**config.mk**
```make
export PLATFORM = sky130hd
export DESIGN_NAME = uart_transmitter_core_flat
export DESIGN_NICKNAME = d
export VERILOG_FILES = /design/src/rtl/uart_transmitter_core_if.sv /design/src/rtl/uart_transmitter_core.sv /design/src/flat_wrapper.sv
export SDC_FILE = /design/constraint.sdc
export NUM_CORES = 1
export LEC_CHECK = 0
export ABC_AREA = 1
export CORE_UTILIZATION = 50
export CTS_CLUSTER_DIAMETER = 40
export DETAILED_ROUTE_END_ITERATION = 8
export DONT_BUFFER_PORTS = 1
export HOLD_SLACK_MARGIN = 0.05
export PLACE_DENSITY_LB_ADDON = 0.12
export SLEW_MARGIN = 20
export SYNTH_ARGS = -nofsm -noshare
export SYNTH_HDL_FRONTEND = slang
export SYNTH_SLANG_ARGS = --single-unit
```
**constraint.sdc**
```tcl
create_clock -name clk -period 3.3 [get_ports clk]
set_clock_uncertainty 0.15 [all_clocks]
set_input_delay 0.99 -clock clk [delete_from_list [all_inputs] [get_ports clk]]
set_output_delay 0.99 -clock clk [all_outputs]
set_load 0.005 [all_outputs]
```
**src/rtl/uart_transmitter_core_if.sv**
```systemverilog
// Byte-in / serial-out handshake bundle for the UART transmitter core.
interface uart_transmitter_core_if;
    logic       baud_tick;
    logic [7:0] tx_data;
    logic       tx_start;
    logic       tx_serial;
    logic       tx_busy;
    logic       tx_done;

    modport master (
        output baud_tick, tx_data, tx_start,
        input  tx_serial, tx_busy, tx_done
    );

    modport slave (
        input  baud_tick, tx_data, tx_start,
        output tx_serial, tx_busy, tx_done
    );
endinterface

```
**src/rtl/uart_transmitter_core.sv**
```systemverilog
// UART transmitter: 1 start, 8 data (LSB first), optional parity, 1 or 2
// stop bits. Bit boundaries come from rising edges of an external baud level.
module uart_transmitter_core #(
    parameter int PARITY_EN  = 0,
    parameter int PARITY_ODD = 0,
    parameter int STOP_BITS  = 1
) (
    input  logic                    clk,
    input  logic                    rst,
    uart_transmitter_core_if.slave  bus
);

    typedef enum logic [2:0] {
        IDLE   = 3'd0,
        ARM    = 3'd1,
        START  = 3'd2,
        DATA   = 3'd3,
        PARITY = 3'd4,
        STOP   = 3'd5
    } state_t;

    // Index of the final stop bit; anything other than 2 behaves as 1.
    localparam logic [2:0] STOP_LAST = (STOP_BITS == 2) ? 3'd1 : 3'd0;

    state_t     state_q, state_d;
    logic [7:0] shreg_q, shreg_d;
    logic [2:0] idx_q, idx_d;
    logic       baud_q;
    logic       serial_q, serial_d;
    logic       busy_q, busy_d;
    logic       done_q, done_d;
    logic       tick;

    // Rising edge of the baud level: pulses and long levels both count once.
    assign tick = bus.baud_tick & ~baud_q;

    // State register.
    always_ff @(posedge clk or negedge rst) begin
        if (!rst) state_q <= IDLE;
        else      state_q <= state_d;
    end

    // Next state, bit counter and latched byte; ARM waits for a boundary so
    // the start bit always spans a full baud period.
    always_comb begin
        state_d = state_q;
        shreg_d = shreg_q;
        idx_d   = idx_q;
        done_d  = 1'b0;
        case (state_q)
            IDLE: begin
                if (bus.tx_start) begin
                    shreg_d = bus.tx_data;
                    idx_d   = 3'd0;
                    state_d = ARM;
                end
            end
            ARM: begin
                if (tick) state_d = START;
            end
            START: begin
                if (tick) begin
                    idx_d   = 3'd0;
                    state_d = DATA;
                end
            end
            DATA: begin
                if (tick) begin
                    if (idx_q == 3'd7) begin
                        idx_d   = 3'd0;
                        state_d = (PARITY_EN != 0) ? PARITY : STOP;
                    end else begin
                        idx_d = idx_q + 3'd1;
                    end
                end
            end
            PARITY: begin
                if (tick) begin
                    idx_d   = 3'd0;
                    state_d = STOP;
                end
            end
            STOP: begin
                if (tick) begin
                    if (idx_q == STOP_LAST) begin
                        idx_d   = 3'd0;
                        done_d  = 1'b1;
                        state_d = IDLE;
                    end else begin
                        idx_d = idx_q + 3'd1;
                    end
                end
            end
            default: state_d = IDLE;
        endcase
    end

    // Line level is decoded from the upcoming state so the registered output
    // changes exactly on state entry / tick cycles.
    always_comb begin
        serial_d = 1'b1;
        case (state_d)
            START:   serial_d = 1'b0;
            DATA:    serial_d = shreg_d[idx_d];
            PARITY:  serial_d = (^shreg_d) ^ (PARITY_ODD != 0);
            default: serial_d = 1'b1;
        endcase
        busy_d = (state_d != IDLE);
    end

    // Datapath and output registers; outputs are glitch-free flops.
    always_ff @(posedge clk or negedge rst) begin
        if (!rst) begin
            shreg_q  <= 8'h00;
            idx_q    <= 3'd0;
            baud_q   <= 1'b0;
            serial_q <= 1'b1;
            busy_q   <= 1'b0;
            done_q   <= 1'b0;
        end else begin
            shreg_q  <= shreg_d;
            idx_q    <= idx_d;
            baud_q   <= bus.baud_tick;
            serial_q <= serial_d;
            busy_q   <= busy_d;
            done_q   <= done_d;
        end
    end

    assign bus.tx_serial = serial_q;
    assign bus.tx_busy   = busy_q;
    assign bus.tx_done   = done_q;

endmodule

```
**src/flat_wrapper.sv**
```systemverilog
// flat-port wrapper written by rule: the top's interface ports become plain ports
module uart_transmitter_core_flat 
#(
    parameter int PARITY_EN  = 0,
    parameter int PARITY_ODD = 0,
    parameter int STOP_BITS  = 1
)
  (clk, rst, bus_baud_tick, bus_tx_data, bus_tx_start, bus_tx_serial, bus_tx_busy, bus_tx_done);
  uart_transmitter_core_if bus_i ();
  input  logic clk;
  input  logic rst;
  input wire logic [$bits(bus_i.baud_tick)-1:0] bus_baud_tick;
  input wire logic [$bits(bus_i.tx_data)-1:0] bus_tx_data;
  input wire logic [$bits(bus_i.tx_start)-1:0] bus_tx_start;
  output wire logic [$bits(bus_i.tx_serial)-1:0] bus_tx_serial;
  output wire logic [$bits(bus_i.tx_busy)-1:0] bus_tx_busy;
  output wire logic [$bits(bus_i.tx_done)-1:0] bus_tx_done;
  assign bus_i.baud_tick = bus_baud_tick;
  assign bus_i.tx_data = bus_tx_data;
  assign bus_i.tx_start = bus_tx_start;
  assign bus_tx_serial = bus_i.tx_serial;
  assign bus_tx_busy = bus_i.tx_busy;
  assign bus_tx_done = bus_i.tx_done;
  uart_transmitter_core #(.PARITY_EN(PARITY_EN), .PARITY_ODD(PARITY_ODD), .STOP_BITS(STOP_BITS)) u_core (.clk(clk), .rst(rst), .bus(bus_i));
endmodule
```
; ---- Word level (Yosys, flattened, before mapping)
; Cells that the tools add are included.
[classes]
n_bitwise = 2
n_reduce_logical = 5
add_sub_neg = 1
mux = 24
n_eq_ne = 9
magnitude_cmp = 1
n_mul = 0
n_shift = 0
div = 0
[ops]
columns = op, count
row1 = $mux 3, 14
row2 = $pmux 3 s6, 1
row3 = $mux 8, 2
row4 = $eq 3x2->1 const B, 4
row5 = $eq 3x3->1 const B, 4
row6 = $pmux 3 s4, 1
row7 = $reduce_xor 8->1, 1
row8 = $logic_not 3->1, 2
row9 = $lt 3x4->1 const B, 1
row10 = $mux 1, 4
row11 = $add 3x1->3 const B, 1
row12 = $bmux 1 s3, 1
row13 = $eq 3x1->1 const B, 1
row14 = $pmux 1 s3, 1
row15 = $reduce_bool 3->1, 1
row16 = $reduce_or 2->1, 1
row17 = $and 1x1->1, 1
row18 = $not 1->1, 1
[totals]
register_bits = 18
output_inout_bits = 3
rom_bits = 0
n_memories = 0
ram_bits = 0
inputBits = 12
latch_bits = 0
wordCells = 49

; ---- Logic depth before layout (Yosys ltp)
; Gate-level depths: netlist of run 1.
[depth]
ltp_word = 7
ltp_mapped = 15
depth_no_buf = 15

; ---- Worst setup path after synthesis of run 1
; Ideal clock, no wire load.
[synth_timing]
path_kind = input to register
startpoint = in bus_baud_tick
endpoint = reg u_core.serial_q (netlist: u_core.bus.tx_serial)
path_stages = 9
arrival_ns = 2.007
setup_ns = 0.076
t_required_ns = 3.074
path_buffers = 0
setup_slack_ns = 1.067
cell_sequence = nand2_1 -> o21ai_2 -> nand2_1 -> nor3_4 -> inv_2 -> nor3_1 -> nand3_1 -> nand2_1 -> nand2_1
[synth_between]
elab_cells_between_ends = 17
cone_classes = eq/ne: 3 / mux: 13 / bitwise: 1
[synth_rtl]
columns = item, line
row1 = start: declaration, flat_wrapper.sv:12  ; input wire logic [$bits(bus_i.baud_tick)-1:0] bus_baud_tick;
row2 = $and 1x1->1 (*), uart_transmitter_core.sv:35  ; assign tick = bus.baud_tick & ~baud_q;
row3 = "$mux 3, on equally long branches", n/a
row4 = $pmux 3 s6 (*), uart_transmitter_core.sv:50  ; case (state_q)
row5 = net u_core.state_d[0], uart_transmitter_core.sv:25  ; state_t state_q, state_d;
row6 = $eq 3x3->1 / $eq 3x2->1 (equally long branches), uart_transmitter_core.sv:102  ; case (state_d)
row7 = $pmux 1 s3 (*), uart_transmitter_core.sv:102
row8 = net u_core.serial_d, uart_transmitter_core.sv:29  ; logic serial_q, serial_d;
row9 = end signal: assignment, uart_transmitter_core.sv:124  ; serial_q <= serial_d;
row10 = end: declaration, uart_transmitter_core.sv:29
; The timed path passes the listed nets; every way through them passes the cells marked *. The select of a mux whose other input is x is not followed.

; ---- Worst setup path after layout of run 1
[layout_timing]
startpoint = in bus_tx_start
endpoint = reg u_core.serial_q (netlist: u_core.bus.tx_serial)
[layout_between]
elab_chain_len = 5
elab_cells_between_ends = 13
cone_classes = eq/ne: 3 / mux: 9 / reduce/logical: 1
[layout_lines]
columns = item, line
row1 = start: declaration, flat_wrapper.sv:14  ; input wire logic [$bits(bus_i.tx_start)-1:0] bus_tx_start;
row2 = $mux 8 (*), uart_transmitter_core.sv:52  ; if (bus.tx_start) begin
row3 = $mux 8 (*), uart_transmitter_core.sv:50
row4 = net u_core.shreg_d[4], uart_transmitter_core.sv:26  ; logic [7:0] shreg_q, shreg_d;
row5 = $bmux 1 s3, uart_transmitter_core.sv:104  ; DATA: serial_d = shreg_d[idx_d];
row6 = $mux 1 (not written as such), uart_transmitter_core.sv:104
row7 = $pmux 1 s3 (*), uart_transmitter_core.sv:102
row8 = net u_core.serial_d, uart_transmitter_core.sv:29
; Marked as above.

==> impl_metrics.py, run 1 <==
metrics = {
    "cells_and_area": {
        "fill_cells": 281,
        "area_growth_pct": 3.78,
        "diodes": 0,
        "fin_util": 0.548,
        "drive_above_1_share": 0.243,
        "finalNonFillerCells": 241,
        "nNetsFinal": 226,
    },
    "critical_path": {
        "worstSetupPathDepth": 13,
        "worstPathCellList": "inv_2, nor2_4, nand2_1, o21ai_1, nand2_1, nand2_2, inv_2, nand2_1, nand2_1, nand2_1, nand3_1, nand2_1, nand2_1",
        "slowest_delay_ps": 400,
        "crit_slowest_cell": "nor2_4",
        "cpLargestDelayFamily": "simple AND/OR/NAND/NOR gates",
        "reg2reg_from": "u_core.state_q[0]",
        "r2r.worst_path.cells": 14,
        "critPathBufInv": 2,
        "critPathKind": "input pin to flop",
        "startpoint_type": "input pin",
        "worstSetupStartpoint": "bus_tx_start",
        "cp-end-kind": "flop",
        "cp_max_fo": 12,
        "cp_data_required_time_ps": 3390,
        "cp.arrival_ps": 2330,
        "critPathMostFrequentCell": "nand2_1",
    },
    "floorplan": {
        "coreArea_um2": 2760,
        "num_io_pins": 15,
        "dieHeight_um": 55.9,
        "placementRows": 19,
        "die_area_um2": 3130,
        "start_util": 0.528,
        "die_w_um": 55.9,
    },
    "grt": {
        "grt_pass1_vias": 1276,
        "grt_start_max_net_pins": 19,
        "grtUsageMet3": 0.0744,
        "grt.overflow.total": 0,
        "met1_usage": 0.279,
        "grt_util_met2": 0.367,
        "grt_pass1_wl_um": 5470,
        "antenna_found_initial": 0,
        "grt_busiest_layer": "met2",
        "grt_usage": 0.222,
    },
    "job": {
        "cap_violations": 0,
    },
    "yosys": {
        "ys.flop_type": "dfrtp_1",
        "yosysWarningCount": 0,
        "synth_nets": 222,
        "seq_area_frac_synth": 0.310,
        "ys_seq_elements": 18,
        "synth.most_common_cell": "nand2_1",
        "postSynthAreaPerCell_um2": 7.03,
        "synth_top_cells_by_count": "nand2_1, nand3_1, dfrtp_1, inv_1, nand2_2",
        "synthDistinctLibCells": 26,
        "yosysTopAreaCell": "dfrtp_1",
        "synth_area_leaders": "dfrtp_1, nand2_1, nand2_4",
        "synth_edf_count": 0,
        "synthesis.area_um2": 1460,
        "netlist_instances": 207,
        "ys_async_sr_fraction": 1.00,
        "synth.top_cell.area_share": 0.292,
    },
    "clocking": {
        "hold_buffers": 0,
        "cts_htree_levels": 1,
        "clk_latency_ps": 300,
        "root_buffer": "clkbuf_4",
        "numCtsBuffers": 3,
        "cts_buffer_depth": 2,
        "cts_tree": "yes",
        "cts_num_sinks": 18,
        "clk_pin_slew_ps": 110,
        "cts_setup_buffers": 0,
        "cts.repair.resized": 0,
    },
    "detailed_routing": {
        "drtAntennaViolNets": 0,
        "vias": 1311,
        "wire_per_inst_um": 12.6,
        "dr.first_iter.drc_count": 36,
        "routed_wl_um": 3030,
        "routed_via_density": 5.44,
        "drt_first_pass_iters": 5,
        "route.detailed.drc": 0,
    },
    "timing": {
        "setup_violations": 0,
        "maxSlewHeadroom": 0.683,
        "timing_hold_violations_final": 0,
        "tightest_slew_ps": 475,
        "rsz0062_at_grt": "false",
        "drv_slew": 0,
        "fmax_mhz": 445,
        "fin_crit_sh": 0.680,
        "fin_tns_setup_ps": 0,
        "period_needed_ps": 2250,
    },
    "power": {
        "leakagePower_nw": 0.837,
        "peakVddDrop_mv": 0.519,
        "p_sw_mw": 0.746,
        "sw_frac_of_total": 0.522,
        "power.density_nw_per_um2": 947,
        "comb_power_share": 0.637,
        "p_int_mw": 0.684,
        "power_frac_seq": 0.265,
        "pwr-share-clk": 0.097,
    },
    "placed_design": {
        "dp_hpwl_um": 2450,
        "post-place-cells": 237,
        "finalWeightedCongestion": 0.958,
        "port_buffers": 0,
    },
    "status": {
        "status": "complete, no violations",
    },
    "hold_path": {
        "hp-class": "input pin to async pin",
    },
}
-- path summary, 6_finish.rpt --
| kind | end | slack, ps |
|---|---|---|
| worst max-delay path | u_core.bus.tx_serial | 1050 |
| worst min-delay path | u_core.shreg_q[6] | 220 |
| worst max register to register | u_core.bus.tx_serial | 1060 |
| worst min register to register | u_core.shreg_q[2] | 380 |
| max in group asynchronous | u_core.bus.tx_serial | 2610 |
| min in group clk | u_core.shreg_q[2] | 380 |
-- through the flow --
stage	power [mW]	setup slack, ps	area (um2)	hold slack, ps
2_1_floorplan	1.13	1070	1460	341
3_3_place_gp	1.26	822	1470	349
3_5_place_dp	1.29	758	1470	362
4_1_cts	1.44	1060	1510	206
5_1_grt	1.58	843	1510	188
6_report	1.43	1050	1510	220
-- area by class of cell --
class	count	area, um2	share of cell area
multi-input cells	163	887	0.587
clock buffers	4	36.3	0.0240
inverters	25	96.3	0.0638
well taps	31	38.8	0.0257
flip-flops and latches	18	452	0.299
-- cell families after synthesis --
group | share of synthesized area
and+or+nand+nor | 0.516
buffers and inverters | 0.0800
DFF | 0.310
AOI/OAI and AO/OA | 0.0679
adders and majority gates | 0.0258
-- cells in the final DEF (no fill, tap or decap) --
cell / instances
nand3_2: 3
inv_2: 6
o21bai_1: 1
nand4_2: 1
nand2_2: 16
inv_4: 1
ha_1: 3
o21ai_1: 5
o21a_1: 1
nand2_1: 79
nor3_4: 1
clkbuf_4: 3
clkinv_1: 1
o21ai_0: 1
nor2_4: 2
nor3_1: 3
nor2_1: 7
o21ai_2: 5
inv_1: 17
dfrtp_1: 17
a21oi_1: 2
nand4_1: 2
nand3_1: 20
nand2_4: 10
dfstp_2: 1
nor2_2: 1
clkbuf_8: 1
-- power groups by stage --
stage          combinational, mW  clock, mW  sequential [mW]
3_5_place_dp               0.907          0            0.383
2_1_floorplan              0.766          0            0.368
5_1_grt                     1.04      0.155            0.391
3_3_place_gp               0.884          0            0.381
4_1_cts                    0.913      0.143            0.379
6_report                   0.911      0.139            0.379
-- layer usage --
layer,vias to the layer above,wire length [um]
met5,-,0
li1,660,-
met1,611,1420
met4,0,46
met2,34,1390
met3,6,174
-- worst reg2reg max path: cells and delay by family (launching register included) --
family	cells	cell delay [ps]
flip-flops	1	500
AO/OA/AOI/OAI	1	180
buffers and inverters	1	50
AND/OR/NAND/NOR	12	1310
-- registers in the layout, summed over array words and instances, names as in the netlist --
| register | flops |
|---|---|
| u_core.bus.tx_serial | 1 |
| u_core.idx_q | 3 |
| u_core.baud_q | 1 |
| u_core.bus.tx_busy | 1 |
| u_core.bus.tx_done | 1 |
| u_core.shreg_q | 8 |
| u_core.state_q | 3 |
(Power assumes the default switching activity.)
==> inputs of run 2 (changes only) <==
clock period = 1.93 ns   (was 3.3 ns; I/O delays follow)
==> impl_metrics.py, run 2 (synthesis gave the netlist of run 1 again) <==
metrics = {
    "status": {
        "status": "complete, no violations",
    },
    "floorplan": {
        "die_area_um2": 3130,
        "placementRows": 19,
        "die_w_um": 55.9,
        "coreArea_um2": 2760,
        "start_util": 0.528,
        "dieHeight_um": 55.9,
        "num_io_pins": 15,
    },
    "timing": {
        "period_needed_ps": 1900,
        "setup_violations": 0,
        "fmax_mhz": 525,
        "drv_slew": 0,
        "timing_hold_violations_final": 0,
        "tightest_slew_ps": 877,
        "fin_crit_sh": 0.986,
        "fin_tns_setup_ps": 0,
        "rsz0062_at_grt": "true",
        "maxSlewHeadroom": 0.413,
    },
    "detailed_routing": {
        "routed_wl_um": 3420,
        "dr.first_iter.drc_count": 79,
        "vias": 1373,
        "drt_first_pass_iters": 4,
        "wire_per_inst_um": 13.2,
        "route.detailed.drc": 0,
        "routed_via_density": 5.32,
        "drtAntennaViolNets": 0,
    },
    "cells_and_area": {
        "largestRegisters": "u_core.shreg_q: 8 flops, u_core.idx_q: 3 flops, u_core.state_q: 3 flops",
        "diodes": 0,
        "mostFrequentLayoutCell": "nand2_1",
        "final_cell_mix": "nand2_1, nand2_2, nand3_1",
        "regMostFlops": "u_core.shreg_q",
        "finish.instance_area_um2": 1690,
        "fill_cells": 255,
        "nNetsFinal": 243,
        "finalNonFillerCells": 258,
        "drive_above_1_share": 0.344,
        "area_growth_pct": 15.8,
        "largest_reg_flops": 8,
    },
    "clocking": {
        "clk_pin_slew_ps": 110,
        "root_buffer": "clkbuf_4",
        "clk_latency_ps": 300,
        "cts_tree": "yes",
        "cts_buffer_depth": 2,
        "cts_num_sinks": 18,
        "cts_htree_levels": 1,
        "numCtsBuffers": 3,
    },
    "placed_design": {
        "dp_hpwl_um": 2680,
        "finalWeightedCongestion": 0.857,
        "post-place-cells": 251,
        "port_buffers": 0,
        "place_area_um2": 1590,
    },
    "critical_path": {
        "slowest_delay_ps": 430,
        "critPathKind": "flop to flop",
        "cp_data_required_time_ps": 2020,
        "cp-end-kind": "flop",
        "crit_slowest_cell": "dfrtp_1",
        "worstPathCellList": "inv_1, ha_4, nand2_2, o21ai_2, nand2_1, nor3_4, inv_2, nor3_1, nand3_1, nand2_1, nand2_1",
        "cp.arrival_ps": 2000,
        "cp_max_fo": 3,
        "startpoint_type": "flop",
        "reg2reg_slack_ps": 30,
        "cpLargestDelayFamily": "simple AND/OR/NAND/NOR gates",
        "critPathMostFrequentCell": "nand2_1",
        "critPathBufInv": 2,
    },
    "grt": {
        "grt_start_max_net_pins": 19,
        "grt_usage": 0.236,
        "grt_pass1_vias": 1301,
        "grt_pass1_wl_um": 5790,
        "antenna_found_initial": 0,
        "grt.overflow.total": 0,
    },
    "power": {
        "peakVddDrop_mv": 1.17,
        "power.density_nw_per_um2": 1640,
        "power_mw": 2.76,
        "leakagePower_nw": 0.921,
    },
    "job": {
        "cap_violations": 0,
    },
    "hold_path": {
        "hp-class": "input pin to flop",
    },
}
==> run 2: changes by cell type in the layout (fill, tap and decap cells not counted), moves of 2 or more <==
cell | before | now
buf_4 | 0 | 15
nand2_1 | 79 | 74
nand2_2 | 16 | 21
ha_1 | 3 | 1
inv_1 | 17 | 15
inv_2 | 6 | 8
==> run 2: final timing paths <==
check                      depth (start not counted)               from                    to
max                                               11    u_core.idx_q[0]  u_core.bus.tx_serial
min                                                0      bus_baud_tick         u_core.baud_q
max reg2reg                                       11    u_core.idx_q[0]  u_core.bus.tx_serial
min reg2reg                                        2  u_core.shreg_q[2]     u_core.shreg_q[2]
max in group asynchronous                          1                rst     u_core.state_q[0]
min in group asynchronous                          1                rst     u_core.shreg_q[6]
==> run 2: area by class of cell <==
type | count | area, um2 | area share
Multi-Input combinational cell | 163 | 918 | 0.545
Sequential cell | 18 | 453 | 0.269
Tap cell | 31 | 38.8 | 0.0230
Clock buffer | 4 | 36.3 | 0.0215
Timing Repair Buffer | 17 | 143 | 0.0846
Inverter | 25 | 96.3 | 0.0572
==> run 2: power by group <==
part / internal (mW) / switching, mW
logic: 0.733 / 1.15
registers: 0.528 / 0.101
clock network: 0.115 / 0.127
total: 1.38 / 1.38
==> run 2: metal layers <==
metal | routed length [um] | track usage
met3 | 160 | 0.0279
met4 | 49 | 0.0732
met1 | 1620 | 0.336
met2 | 1590 | 0.377
met5 | 0 | 0
==> run 2: stage by stage <==
step | hold WS (ps) | util | setup slack (ps)
3_3_place_gp | 134 | 0.577 | 36.4
4_1_cts | 137 | 0.594 | 6.10
6_report | 144 | 0.611 | 26.2
3_5_place_dp | 134 | 0.577 | 1.58
2_1_floorplan | 133 | - | 108
5_1_grt | 136 | 0.611 | -104
==> run 2: timing repair <==
item	4_1_cts	5_1_grt
hold buffers	1	0
endpoints found under the setup margin	1	1
endpoints found under the hold margin	18	0
resized for setup	1	10
pin swaps	0	1
setup buffers	0	2
